$ cat config.mk
export PLATFORM = sky130hd
export DESIGN_NAME = lsu_ctrl_flat
export DESIGN_NICKNAME = d
export VERILOG_FILES = /design/src/rtl/lsu_pkg.sv /design/src/rtl/lsu_ctrl_if.sv /design/src/rtl/lsu_align.sv /design/src/rtl/lsu_ctrl.sv /design/src/flat_wrapper.sv
export SDC_FILE = /design/constraint.sdc
export NUM_CORES = 1
export LEC_CHECK = 0
export CORE_AREA = 5 5 120 110
export DETAILED_ROUTE_END_ITERATION = 12
export DIE_AREA = 0 0 125 115
export PLACE_DENSITY_LB_ADDON = 0.15
export SLEW_MARGIN = 40
export SYNTH_ARGS = -nofsm -noshare
export SYNTH_HDL_FRONTEND = slang
export SYNTH_SLANG_ARGS = --single-unit
$ cat constraint.sdc
create_clock -name clk -period 2.4 [get_ports clk]
set_clock_uncertainty 0.05 [all_clocks]
set_input_delay 0.48 -clock clk [delete_from_list [all_inputs] [get_ports clk]]
set_output_delay 0.48 -clock clk [all_outputs]
set_load 0.1 [all_outputs]
$ cat src/rtl/lsu_pkg.sv
// rtl/lsu_pkg.sv - size encodings, FSM state type and byte-enable helper for the load/store unit
// Contents: SZ_* access-size codes, lsu_state_t (IDLE/ACCESS/RESP), be_calc().
package lsu_pkg;

    localparam logic [1:0] SZ_BYTE   = 2'd0;
    localparam logic [1:0] SZ_HALF   = 2'd1;
    localparam logic [1:0] SZ_WORD   = 2'd2;
    localparam logic [1:0] SZ_DOUBLE = 2'd3;

    typedef enum logic [1:0] {
        IDLE   = 2'd0,
        ACCESS = 2'd1,
        RESP   = 2'd2
    } lsu_state_t;

    // Byte enables for an access of 2**size bytes starting at byte lane ofs.
    // Sized for the widest (64-bit) path; callers keep the low BE_WIDTH bits.
    function automatic logic [7:0] be_calc(input logic [2:0] ofs, input logic [1:0] size);
        logic [8:0] ones;
        ones = (9'd1 << (4'd1 << size)) - 9'd1;
        return ones[7:0] << ofs;
    endfunction

endpackage

$ cat src/rtl/lsu_ctrl_if.sv
// rtl/lsu_ctrl_if.sv - request/response and data-cache channel interfaces for the load/store unit
// lsu_req_if: req_valid/req_ready/req_we/req_size/req_unsigned/req_addr/req_wdata in,
//             resp_valid/resp_rdata/resp_err out (slave = LSU side, master = execute stage).
// lsu_mem_if: data_req/data_addr/data_we/data_be/data_wdata out, data_valid/data_rdata in
//             (master = LSU side, slave = data cache).
interface lsu_req_if #(
    parameter int DATA_WIDTH = 32,
    parameter int ADDR_WIDTH = 32
);
    logic                  req_valid;
    logic                  req_ready;
    logic                  req_we;
    logic [1:0]            req_size;
    logic                  req_unsigned;
    logic [ADDR_WIDTH-1:0] req_addr;
    logic [DATA_WIDTH-1:0] req_wdata;
    logic                  resp_valid;
    logic [DATA_WIDTH-1:0] resp_rdata;
    logic                  resp_err;

    modport master (
        output req_valid, req_we, req_size, req_unsigned, req_addr, req_wdata,
        input  req_ready, resp_valid, resp_rdata, resp_err
    );

    modport slave (
        input  req_valid, req_we, req_size, req_unsigned, req_addr, req_wdata,
        output req_ready, resp_valid, resp_rdata, resp_err
    );
endinterface

interface lsu_mem_if #(
    parameter int DATA_WIDTH = 32,
    parameter int ADDR_WIDTH = 32
);
    localparam int BE_WIDTH = DATA_WIDTH / 8;

    logic                  data_req;
    logic [ADDR_WIDTH-1:0] data_addr;
    logic                  data_we;
    logic [BE_WIDTH-1:0]   data_be;
    logic [DATA_WIDTH-1:0] data_wdata;
    logic                  data_valid;
    logic [DATA_WIDTH-1:0] data_rdata;

    modport master (
        output data_req, data_addr, data_we, data_be, data_wdata,
        input  data_valid, data_rdata
    );

    modport slave (
        input  data_req, data_addr, data_we, data_be, data_wdata,
        output data_valid, data_rdata
    );
endinterface

$ cat src/rtl/lsu_align.sv
// rtl/lsu_align.sv - combinational store-lane shifter and load extract/extend for the load/store unit
// Ports: st_ofs/st_size/st_wdata -> st_lanes (store data placed in its byte lanes, other lanes 0);
//        ld_ofs/ld_size/ld_unsigned/ld_rdata -> ld_result (load data right-aligned and extended).
module lsu_align #(
    parameter int DATA_WIDTH = 32,
    parameter int OFS_WIDTH  = $clog2(DATA_WIDTH / 8)
) (
    input  logic [OFS_WIDTH-1:0]  st_ofs,
    input  logic [1:0]            st_size,
    input  logic [DATA_WIDTH-1:0] st_wdata,
    output logic [DATA_WIDTH-1:0] st_lanes,
    input  logic [OFS_WIDTH-1:0]  ld_ofs,
    input  logic [1:0]            ld_size,
    input  logic                  ld_unsigned,
    input  logic [DATA_WIDTH-1:0] ld_rdata,
    output logic [DATA_WIDTH-1:0] ld_result
);
    import lsu_pkg::*;

    int                    st_bits;
    int                    ld_bits;
    logic [DATA_WIDTH-1:0] st_masked;
    logic [DATA_WIDTH-1:0] ld_shifted;
    logic                  ld_fill;

    // Store data arrives right-aligned; bits above the access size are cleared
    // so unused lanes go out as 0 rather than stale upper bits.
    always_comb begin
        st_bits   = 8 << st_size;
        st_masked = '0;
        for (int i = 0; i < DATA_WIDTH; i++) begin
            st_masked[i] = (i < st_bits) ? st_wdata[i] : 1'b0;
        end
        st_lanes = st_masked << {st_ofs, 3'b000};
    end

    // A full-width access (word on 32-bit, double on 64-bit) has ld_bits equal to
    // DATA_WIDTH, so every bit comes straight from the shifted read data.
    always_comb begin
        ld_bits    = 8 << ld_size;
        ld_shifted = ld_rdata >> {ld_ofs, 3'b000};
        case (ld_size)
            SZ_BYTE: ld_fill = ~ld_unsigned & ld_shifted[7];
            SZ_HALF: ld_fill = ~ld_unsigned & ld_shifted[15];
            SZ_WORD: ld_fill = ~ld_unsigned & ld_shifted[31];
            default: ld_fill = ~ld_unsigned & ld_shifted[DATA_WIDTH-1];
        endcase
        ld_result = '0;
        for (int i = 0; i < DATA_WIDTH; i++) begin
            ld_result[i] = (i < ld_bits) ? ld_shifted[i] : ld_fill;
        end
    end

endmodule

$ cat src/rtl/lsu_ctrl.sv
// rtl/lsu_ctrl.sv - load/store unit FSM between the execute stage and the data cache
// Ports: clk; rst (asynchronous, active-low); req (lsu_req_if.slave, request/response channel);
//        mem (lsu_mem_if.master, data cache channel).
// Build option: LSU_MISALIGN_EN - when defined, misaligned requests fault without a cache
//               access; when undefined, the low address bits are forced to alignment.
module lsu_ctrl #(
    parameter int DATA_WIDTH = 32,
    parameter int ADDR_WIDTH = 32
) (
    input  logic      clk,
    input  logic      rst,
    lsu_req_if.slave  req,
    lsu_mem_if.master mem
);
    import lsu_pkg::*;

    localparam int BE_WIDTH  = DATA_WIDTH / 8;
    localparam int OFS_WIDTH = $clog2(BE_WIDTH);

    lsu_state_t state;
    lsu_state_t state_nxt;
    logic       ready_int;
    logic       accept;
    logic       done;

    logic [OFS_WIDTH-1:0]  ofs_raw;
    logic [OFS_WIDTH-1:0]  lo_mask;
    logic [OFS_WIDTH-1:0]  ofs_eff;
    logic                  illegal_size;
    logic                  fault;
    logic [DATA_WIDTH-1:0] st_lanes;
    logic [DATA_WIDTH-1:0] ld_result;

    // Operation fields kept for load extraction when the cache answers.
    logic [1:0]            op_size;
    logic                  op_unsigned;
    logic [OFS_WIDTH-1:0]  op_ofs;

    logic                  data_req_q;
    logic                  data_we_q;
    logic [ADDR_WIDTH-1:0] data_addr_q;
    logic [BE_WIDTH-1:0]   data_be_q;
    logic [DATA_WIDTH-1:0] data_wdata_q;
    logic                  resp_valid_q;
    logic                  resp_err_q;
    logic [DATA_WIDTH-1:0] resp_rdata_q;

    // lo_mask covers the address bits that must be zero for a naturally aligned access.
    assign lo_mask      = OFS_WIDTH'((4'd1 << req.req_size) - 4'd1);
    assign ofs_raw      = req.req_addr[OFS_WIDTH-1:0];
    assign ofs_eff      = ofs_raw & ~lo_mask;
    assign illegal_size = (req.req_size == SZ_DOUBLE) && (DATA_WIDTH == 32);

`ifdef LSU_MISALIGN_EN
    assign fault = illegal_size | (|(ofs_raw & lo_mask));
`else
    assign fault = illegal_size;
`endif

    lsu_align #(
        .DATA_WIDTH (DATA_WIDTH),
        .OFS_WIDTH  (OFS_WIDTH)
    ) u_align (
        .st_ofs      (ofs_eff),
        .st_size     (req.req_size),
        .st_wdata    (req.req_wdata),
        .st_lanes    (st_lanes),
        .ld_ofs      (op_ofs),
        .ld_size     (op_size),
        .ld_unsigned (op_unsigned),
        .ld_rdata    (mem.data_rdata),
        .ld_result   (ld_result)
    );

    always_ff @(posedge clk or negedge rst) begin
        if (!rst) begin
            state <= IDLE;
        end else begin
            state <= state_nxt;
        end
    end

    always_comb begin
        state_nxt = state;
        case (state)
            IDLE:    if (req.req_valid) state_nxt = fault ? RESP : ACCESS;
            ACCESS:  if (mem.data_valid) state_nxt = RESP;
            RESP:    state_nxt = IDLE;
            default: state_nxt = IDLE;
        endcase
    end

    // data_valid is only meaningful in ACCESS; elsewhere it is ignored.
    always_comb begin
        ready_int = (state == IDLE);
        accept    = ready_int & req.req_valid;
        done      = (state == ACCESS) & mem.data_valid;
    end

    always_ff @(posedge clk or negedge rst) begin
        if (!rst) begin
            op_size      <= SZ_BYTE;
            op_unsigned  <= 1'b0;
            op_ofs       <= '0;
            data_req_q   <= 1'b0;
            data_we_q    <= 1'b0;
            data_addr_q  <= '0;
            data_be_q    <= '0;
            data_wdata_q <= '0;
            resp_valid_q <= 1'b0;
            resp_err_q   <= 1'b0;
            resp_rdata_q <= '0;
        end else begin
            resp_valid_q <= 1'b0;
            if (accept) begin
                op_size      <= req.req_size;
                op_unsigned  <= req.req_unsigned;
                op_ofs       <= ofs_eff;
                resp_rdata_q <= '0;
                if (fault) begin
                    // Faulting requests skip the cache and respond next cycle.
                    resp_valid_q <= 1'b1;
                    resp_err_q   <= 1'b1;
                end else begin
                    resp_err_q   <= 1'b0;
                    data_req_q   <= 1'b1;
                    data_we_q    <= req.req_we;
                    data_addr_q  <= {req.req_addr[ADDR_WIDTH-1:OFS_WIDTH], {OFS_WIDTH{1'b0}}};
                    data_be_q    <= BE_WIDTH'(be_calc(3'(ofs_eff), req.req_size));
                    data_wdata_q <= st_lanes;
                end
            end
            if (done) begin
                data_req_q   <= 1'b0;
                data_we_q    <= 1'b0;
                resp_valid_q <= 1'b1;
                resp_err_q   <= 1'b0;
                resp_rdata_q <= data_we_q ? '0 : ld_result;
            end
        end
    end

    assign req.req_ready  = ready_int;
    assign req.resp_valid = resp_valid_q;
    assign req.resp_err   = resp_err_q;
    assign req.resp_rdata = resp_rdata_q;
    assign mem.data_req   = data_req_q;
    assign mem.data_we    = data_we_q;
    assign mem.data_addr  = data_addr_q;
    assign mem.data_be    = data_be_q;
    assign mem.data_wdata = data_wdata_q;

endmodule
$ cat src/flat_wrapper.sv
// flat-port wrapper written by rule: the top's interface ports become plain ports
module lsu_ctrl_flat import lsu_pkg::*;
#(
    parameter int DATA_WIDTH = 32,
    parameter int ADDR_WIDTH = 32
)
  (clk, rst, req_req_valid, req_req_we, req_req_size, req_req_unsigned, req_req_addr, req_req_wdata, req_req_ready, req_resp_valid, req_resp_rdata, req_resp_err, mem_data_req, mem_data_addr, mem_data_we, mem_data_be, mem_data_wdata, mem_data_valid, mem_data_rdata);
  lsu_req_if #(.DATA_WIDTH(DATA_WIDTH), .ADDR_WIDTH(ADDR_WIDTH)) req_i ();
  lsu_mem_if #(.DATA_WIDTH(DATA_WIDTH), .ADDR_WIDTH(ADDR_WIDTH)) mem_i ();
  input  logic clk;
  input  logic rst;
  input wire logic [$bits(req_i.req_valid)-1:0] req_req_valid;
  input wire logic [$bits(req_i.req_we)-1:0] req_req_we;
  input wire logic [$bits(req_i.req_size)-1:0] req_req_size;
  input wire logic [$bits(req_i.req_unsigned)-1:0] req_req_unsigned;
  input wire logic [$bits(req_i.req_addr)-1:0] req_req_addr;
  input wire logic [$bits(req_i.req_wdata)-1:0] req_req_wdata;
  output wire logic [$bits(req_i.req_ready)-1:0] req_req_ready;
  output wire logic [$bits(req_i.resp_valid)-1:0] req_resp_valid;
  output wire logic [$bits(req_i.resp_rdata)-1:0] req_resp_rdata;
  output wire logic [$bits(req_i.resp_err)-1:0] req_resp_err;
  output wire logic [$bits(mem_i.data_req)-1:0] mem_data_req;
  output wire logic [$bits(mem_i.data_addr)-1:0] mem_data_addr;
  output wire logic [$bits(mem_i.data_we)-1:0] mem_data_we;
  output wire logic [$bits(mem_i.data_be)-1:0] mem_data_be;
  output wire logic [$bits(mem_i.data_wdata)-1:0] mem_data_wdata;
  input wire logic [$bits(mem_i.data_valid)-1:0] mem_data_valid;
  input wire logic [$bits(mem_i.data_rdata)-1:0] mem_data_rdata;
  assign req_i.req_valid = req_req_valid;
  assign req_i.req_we = req_req_we;
  assign req_i.req_size = req_req_size;
  assign req_i.req_unsigned = req_req_unsigned;
  assign req_i.req_addr = req_req_addr;
  assign req_i.req_wdata = req_req_wdata;
  assign req_req_ready = req_i.req_ready;
  assign req_resp_valid = req_i.resp_valid;
  assign req_resp_rdata = req_i.resp_rdata;
  assign req_resp_err = req_i.resp_err;
  assign mem_data_req = mem_i.data_req;
  assign mem_data_addr = mem_i.data_addr;
  assign mem_data_we = mem_i.data_we;
  assign mem_data_be = mem_i.data_be;
  assign mem_data_wdata = mem_i.data_wdata;
  assign mem_i.data_valid = mem_data_valid;
  assign mem_i.data_rdata = mem_data_rdata;
  lsu_ctrl #(.DATA_WIDTH(DATA_WIDTH), .ADDR_WIDTH(ADDR_WIDTH)) u_core (.clk(clk), .rst(rst), .req(req_i), .mem(mem_i));
endmodule
==> summary.txt, run 1 <==
Met3 Use GR: 5.248%
DIE AREA: 14380 um^2
Worst-path clk slew: 0.07 ns
Ys flop type: dfrtp_1
Cts hold-fix bufs: 0
Antenna violations before repair: 0
#FFs+latches synth: 109
Yosys warns: 0
Die width: 125 um
CP endpoint kind: flop
Ant diodes: 0
Max-cap violations: 0
Clock period minus worst slack: 2.151 ns
Global routing usage on met2: 32.82%
Detailed-route via count: 4467
Tcrit/Tclk final: 89.64%
Worst Path Arrival: 2.33 ns
Final number of setup-violating endpoints: 0
Share of the synthesized area in the top cell type: 54.94%
Clock sink count: 109
Pin count of the biggest net entering global routing: 43
DRT Wirelength: 14880 um
Htree depth: 3
Syn Std Cell Area: 4965 um^2
Worst-margin pin slew: 0.6511 ns
Multi-input logic area: 2044 um^2
All-Layer GR Usage: 20.44%
Core ar.: 11840 um^2
Fmax: 464.8 MHz
Fill cell count: 986
Setup bufs post-CTS: 0
Critical-path cell list: clkdlybuf4s50_1 > or2_2 > ha_1 > and2_1 > buf_12 > nor3_4 > buf_4 > a22o_1
Starting density of the core: 41.94%
Crit-path max cell delay: 0.44 ns
Root cell of the clock tree: clkbuf_16
Placed inst area: 7048 um^2
Post-DP HPWL: 11310 um
Synth cell count leaders: 131 x nand2_1, 109 x dfrtp_1, 32 x a22o_1
Sequential area share after synthesis: 54.94%
Remaining DRCs: 0
Share of cells above drive strength 1: 25.11%
NumNets Final: 799
Total CTS buffers: 9
Resized cells post-CTS: 0
Crit-path max FO: 11
Outcome: finished clean
Netlist cell types: 44
CTS tree: built
RSZ-0062 raised after global routing: no
Row count: 38
CP Data Required Time: 2.58 ns
CTS Buffer Depth: 2
DRC violation total after the first TritonRoute iteration: 303
DR WL/cell: 17.36 um
Pins Over Slew Limit: 0
Gr busiest metal: met2
Critical path class: input pin to flop
Fin util: 61.87%
Final ANT Viol Nets: 0
GP Congestion: 0.8587
Leading area contributor after synthesis: dfrtp_1
Area Growth Syn to Fin: 47.53%
Number of detailed-route iterations in the first pass: 4
IO Count: 209
First-pass GRT wire length: 23730 um
Worst hold path type: input pin to asynchronous set/reset pin
Buffers and inverters on the worst path: 3
Via density: 5.212
Most frequent cell after synthesis: nand2_1
Worst slew margin: 56.50%
Synth area leaders: dfrtp_1 55%, nand2_1 9.9%, a22o_1 5.6%, a221o_1 3.2%, mux2_2 3.2%
Synth Instances: 484
CP max-delay cell: clkdlybuf4s50_1
Port Buffer Count: 206
Met1 Use GR: 27.43%
Die span in y: 115 um
Gr ovfl total: 0
Startpoint types: input pin
Post-route cell area: 7325 um^2
Clk Latency, worst-skew pair: 0.33 ns
EDFF count, synth: 0
Post-synthesis async set-or-reset flop share: 100.0%
Final Hold Viols: 0
Storage element area: 2728 um^2
Vias in the first global route: 4630
CP top delay family: buffers and inverters
Avg Cell Area, Syn: 10.26 um^2
-- state kept, by name, indices dropped and copies added (netlist names) --
register               count
u_core.req.resp_rdata     32
u_core.req.resp_err        1
u_core.mem.data_be         4
u_core.state               2
u_core.mem.data_addr      30
u_core.op_unsigned         1
u_core.mem.data_we         1
u_core.req.resp_valid      1
u_core.mem.data_req        1
u_core.mem.data_wdata     32
u_core.op_ofs              2
u_core.op_size             2
-- cell families (layout without fill, tap and decap cells) --
family                     after synthesis  after routing  share of synthesized area, %
other                                    1              2                       0.07553
adders and majority gates                2              2                        0.5040
and+or+nand+nor                        171            171                         15.15
AOI/OAI and AO/OA                      127            127                         18.85
buffers and inverters                   44            256                         4.133
xor gates and xnor gates                 2              2                        0.3529
DFF                                    109            109                         54.94
muxes                                   28             28                         5.998
-- metrics by stage --
step	cells	TNS, ns	setup slack, ns	hold WS, ns
floorplan	485	0	0.003789	0.1344
finish	857	0	0.2487	0.05524
global route	857	0	0.1421	0.08262
global placement	841	-0.2313	-0.02431	0.4078
detailed placement	841	-2.157	-0.1069	0.4177
CTS	856	0	0.2593	0.06101
-- path summary, 6_finish.rpt --
path	startpoint	cells past startpoint	to	slack, ns
worst max-delay path	req_req_size[0]	8	u_core.mem.data_wdata[4]	0.25
worst min-delay path	rst	1	u_core.req.resp_rdata[18]	0.06
worst max register to register	u_core.op_ofs[1]	5	u_core.req.resp_rdata[20]	0.41
worst min register to register	u_core.mem.data_addr[11]	2	u_core.mem.data_addr[11]	0.43
max in group asynchronous	rst	2	u_core.mem.data_addr[3]	1.61
min in group clk	u_core.mem.data_addr[11]	2	u_core.mem.data_addr[11]	0.43
-- layout make-up --
class / count / area share (%)
timing repair buffer: 236 / 28.19
tap: 160 / 2.733
multi-input combinational: 332 / 27.91
clock inverter: 3 / 0.3075
clock buffer: 12 / 3.365
sequential: 109 / 37.24
inverter: 5 / 0.2562
-- per-layer routing --
layer,up-vias,share of wire (%)
met4,0,1.3
met2,161,48
met3,17,6.5
li1,2121,-
met1,2168,44
met5,-,0
-- layout by cell type (no fill, tap or decap), types with 2 or more instances in the layout --
master,netlist,layout
dfrtp_1,109,109
a21oi_1,17,17
conb_1,1,2
clkinvlp_4,0,3
a211o_1,8,8
mux2_2,14,14
a221o_1,16,16
a31oi_1,9,9
nor2b_1,3,3
mux2i_1,14,14
a22o_1,32,32
clkbuf_1,20,2
nand2_1,131,131
nand2b_1,3,3
or2_2,7,7
clkdlybuf4s50_1,0,102
buf_4,2,131
inv_1,5,5
buf_12,0,3
a32oi_1,8,8
o21ai_0,29,29
clkbuf_16,0,9
nor2_1,14,14
ha_1,2,2
and2_1,2,2
Power of run 1 is not shown: default switching activity piles up to over one toggle a cycle in this logic, so the estimate is an artifact.
==> run 2, diff against run 1 <==
--- a/config.mk
+++ b/config.mk
@@ -8,6 +8,7 @@
 export CORE_AREA = 5 5 120 110
 export DETAILED_ROUTE_END_ITERATION = 12
 export DIE_AREA = 0 0 125 115
+export GPL_TIMING_DRIVEN = 0
 export PLACE_DENSITY_LB_ADDON = 0.15
 export SLEW_MARGIN = 40
 export SYNTH_ARGS = -nofsm -noshare
==> run 2 against run 1 <==
First-iteration DRC count down 9.9%; worst hold slack better by 0.37 ns; critical path depth down 1; utilization down 2.1 points; routed wire length up 3.5%; global-route usage up 0.98 points; register-to-register slack worse by 0.15 ns; count of clock-buffer cells in the layout unchanged; sequential share of layout area up 1.3 points.
==> summary.txt, run 2 (same netlist as run 1, synthesis figures left out) <==
Final number of setup-violating endpoints: 0
Tcrit/Tclk final: 94.24%
Detailed-route via count: 4472
Most common cell after layout, fill and taps aside: nand2_1
Clock period minus worst slack: 2.262 ns
Post-DP HPWL: 11660 um
DIE AREA: 14380 um^2
Worst Path Arrival: 2.45 ns
Port Buffer Count: 205
Crit-path max FO: 10
Core ar.: 11840 um^2
Pin count of the biggest net entering global routing: 62
Fill cell count: 1042
Outcome: finished clean
Gr ovfl total: 0
CP Data Required Time: 2.59 ns
First-pass GRT wire length: 24730 um
Worst slew margin: 54.41%
CTS Buffer Depth: 2
Pins Over Slew Limit: 0
Remaining DRCs: 0
CP max-delay cell: clkdlybuf4s50_1
Share of cells above drive strength 1: 23.76%
Vias in the first global route: 4762
Crit-path max cell delay: 0.56 ns
All-Layer GR Usage: 21.42%
Antenna violations before repair: 0
Row count: 38
IO Count: 209
Storage element area: 2728 um^2
Max-cap violations: 0
Final ANT Viol Nets: 0
Die span in y: 115 um
Area Growth Syn to Fin: 42.57%
Number of detailed-route iterations in the first pass: 4
Final Hold Viols: 0
Worst-path clk slew: 0.07 ns
Worst-margin pin slew: 0.6793 ns
Startpoint types: input pin
Fmax: 442.1 MHz
Worst hold path type: flop to flop
Ant diodes: 0
Most frequent cells in the layout: 131 x nand2_1, 117 x buf_2, 109 x dfrtp_1, 100 x clkdlybuf4s50_1, 32 x a22o_1
Starting density of the core: 41.94%
Die width: 125 um
GP Congestion: 0.8333
DR WL/cell: 17.77 um
CTS tree: built
Critical-path cell list: clkdlybuf4s50_1 > or3b_1 > buf_2 > a21o_1 > buf_6 > clkbuf_1 > a22o_1
Buffers and inverters on the worst path: 4
CP endpoint kind: flop
Multi-input logic area: 2038 um^2
Htree depth: 3
RSZ-0062 raised after global routing: no
Clock sink count: 109
Critical path class: input pin to flop
DRC violation total after the first TritonRoute iteration: 273
Fin util: 59.79%
Via density: 5.158
Root cell of the clock tree: clkbuf_16
Clk Latency, worst-skew pair: 0.35 ns
NumNets Final: 808
DRT Wirelength: 15400 um
CP top delay family: buffers and inverters
Total CTS buffers: 9
## run 2: final timing paths
kind	slack, ns	startpoint	end	cells after the start
worst min-delay path	0.42	u_core.mem.data_addr[28]	u_core.mem.data_addr[28]	2
worst max register to register	0.26	u_core.op_ofs[1]	u_core.req.resp_rdata[23]	6
max in group asynchronous	1.11	rst	u_core.op_size[1]	3
min in group asynchronous	0.57	rst	u_core.req.resp_rdata[25]	2
worst min register to register	0.42	u_core.mem.data_addr[28]	u_core.mem.data_addr[28]	2
worst max-delay path	0.14	req_req_valid	u_core.mem.data_wdata[1]	7
## run 2: final cells by class
cell class	count	share of cell area [%]
Buffer	38	2.669
Inverter	5	0.2652
Clock inverter	4	0.9899
Timing Repair Buffer	207	22.29
Sequential cell	109	38.54
Multi-Input combinational cell	332	28.80
Clock buffer	12	3.624
Tap cell	160	2.828
## run 2: stage by stage
| step | TNS, ns | area, um^2 | hold slack, ns | setup WS (ns) | cells |
|---|---|---|---|---|---|
| CTS | 0 | 7077 | 0.4254 | 0.1528 | 867 |
| global route | 0 | 7078 | 0.4422 | 0.01929 | 867 |
| detailed placement | -29.36 | 6740 | 0.3612 | -0.7721 | 851 |
| global placement | -392.74 | 7223 | 0.4070 | -3.371 | 850 |
| finish | 0 | 7078 | 0.4214 | 0.1383 | 867 |
| floorplan | 0 | 4971 | 0.1344 | 0.003789 | 485 |
## run 2: layer usage
| layer | share of wire [%] | global-route usage (%) |
|---|---|---|
| met5 | 0 | 0 |
| met4 | 1.9 | 7.948 |
| met3 | 7.8 | 7.199 |
| met2 | 47 | 34.86 |
| met1 | 43 | 26.85 |
## run 2: what timing repair did
item | in CTS | in global routing
setup endpoints to repair | 36 | 9
hold endpoints to repair | 47 | 0
buffers inserted | 0 | 0
gates resized for setup | 3 | 2
hold buffers | 1 | 0
## run 2: worst register-to-register path, cell delays in order (launching register included)
cell	delay [ns]
dfrtp_1	0.36
buf_2	0.29
mux2_2	0.40
a221oi_2	0.31
nor4b_4	0.12
buf_2	0.21
a221o_1	0.28
Power of run 2 is left out for the same reason.
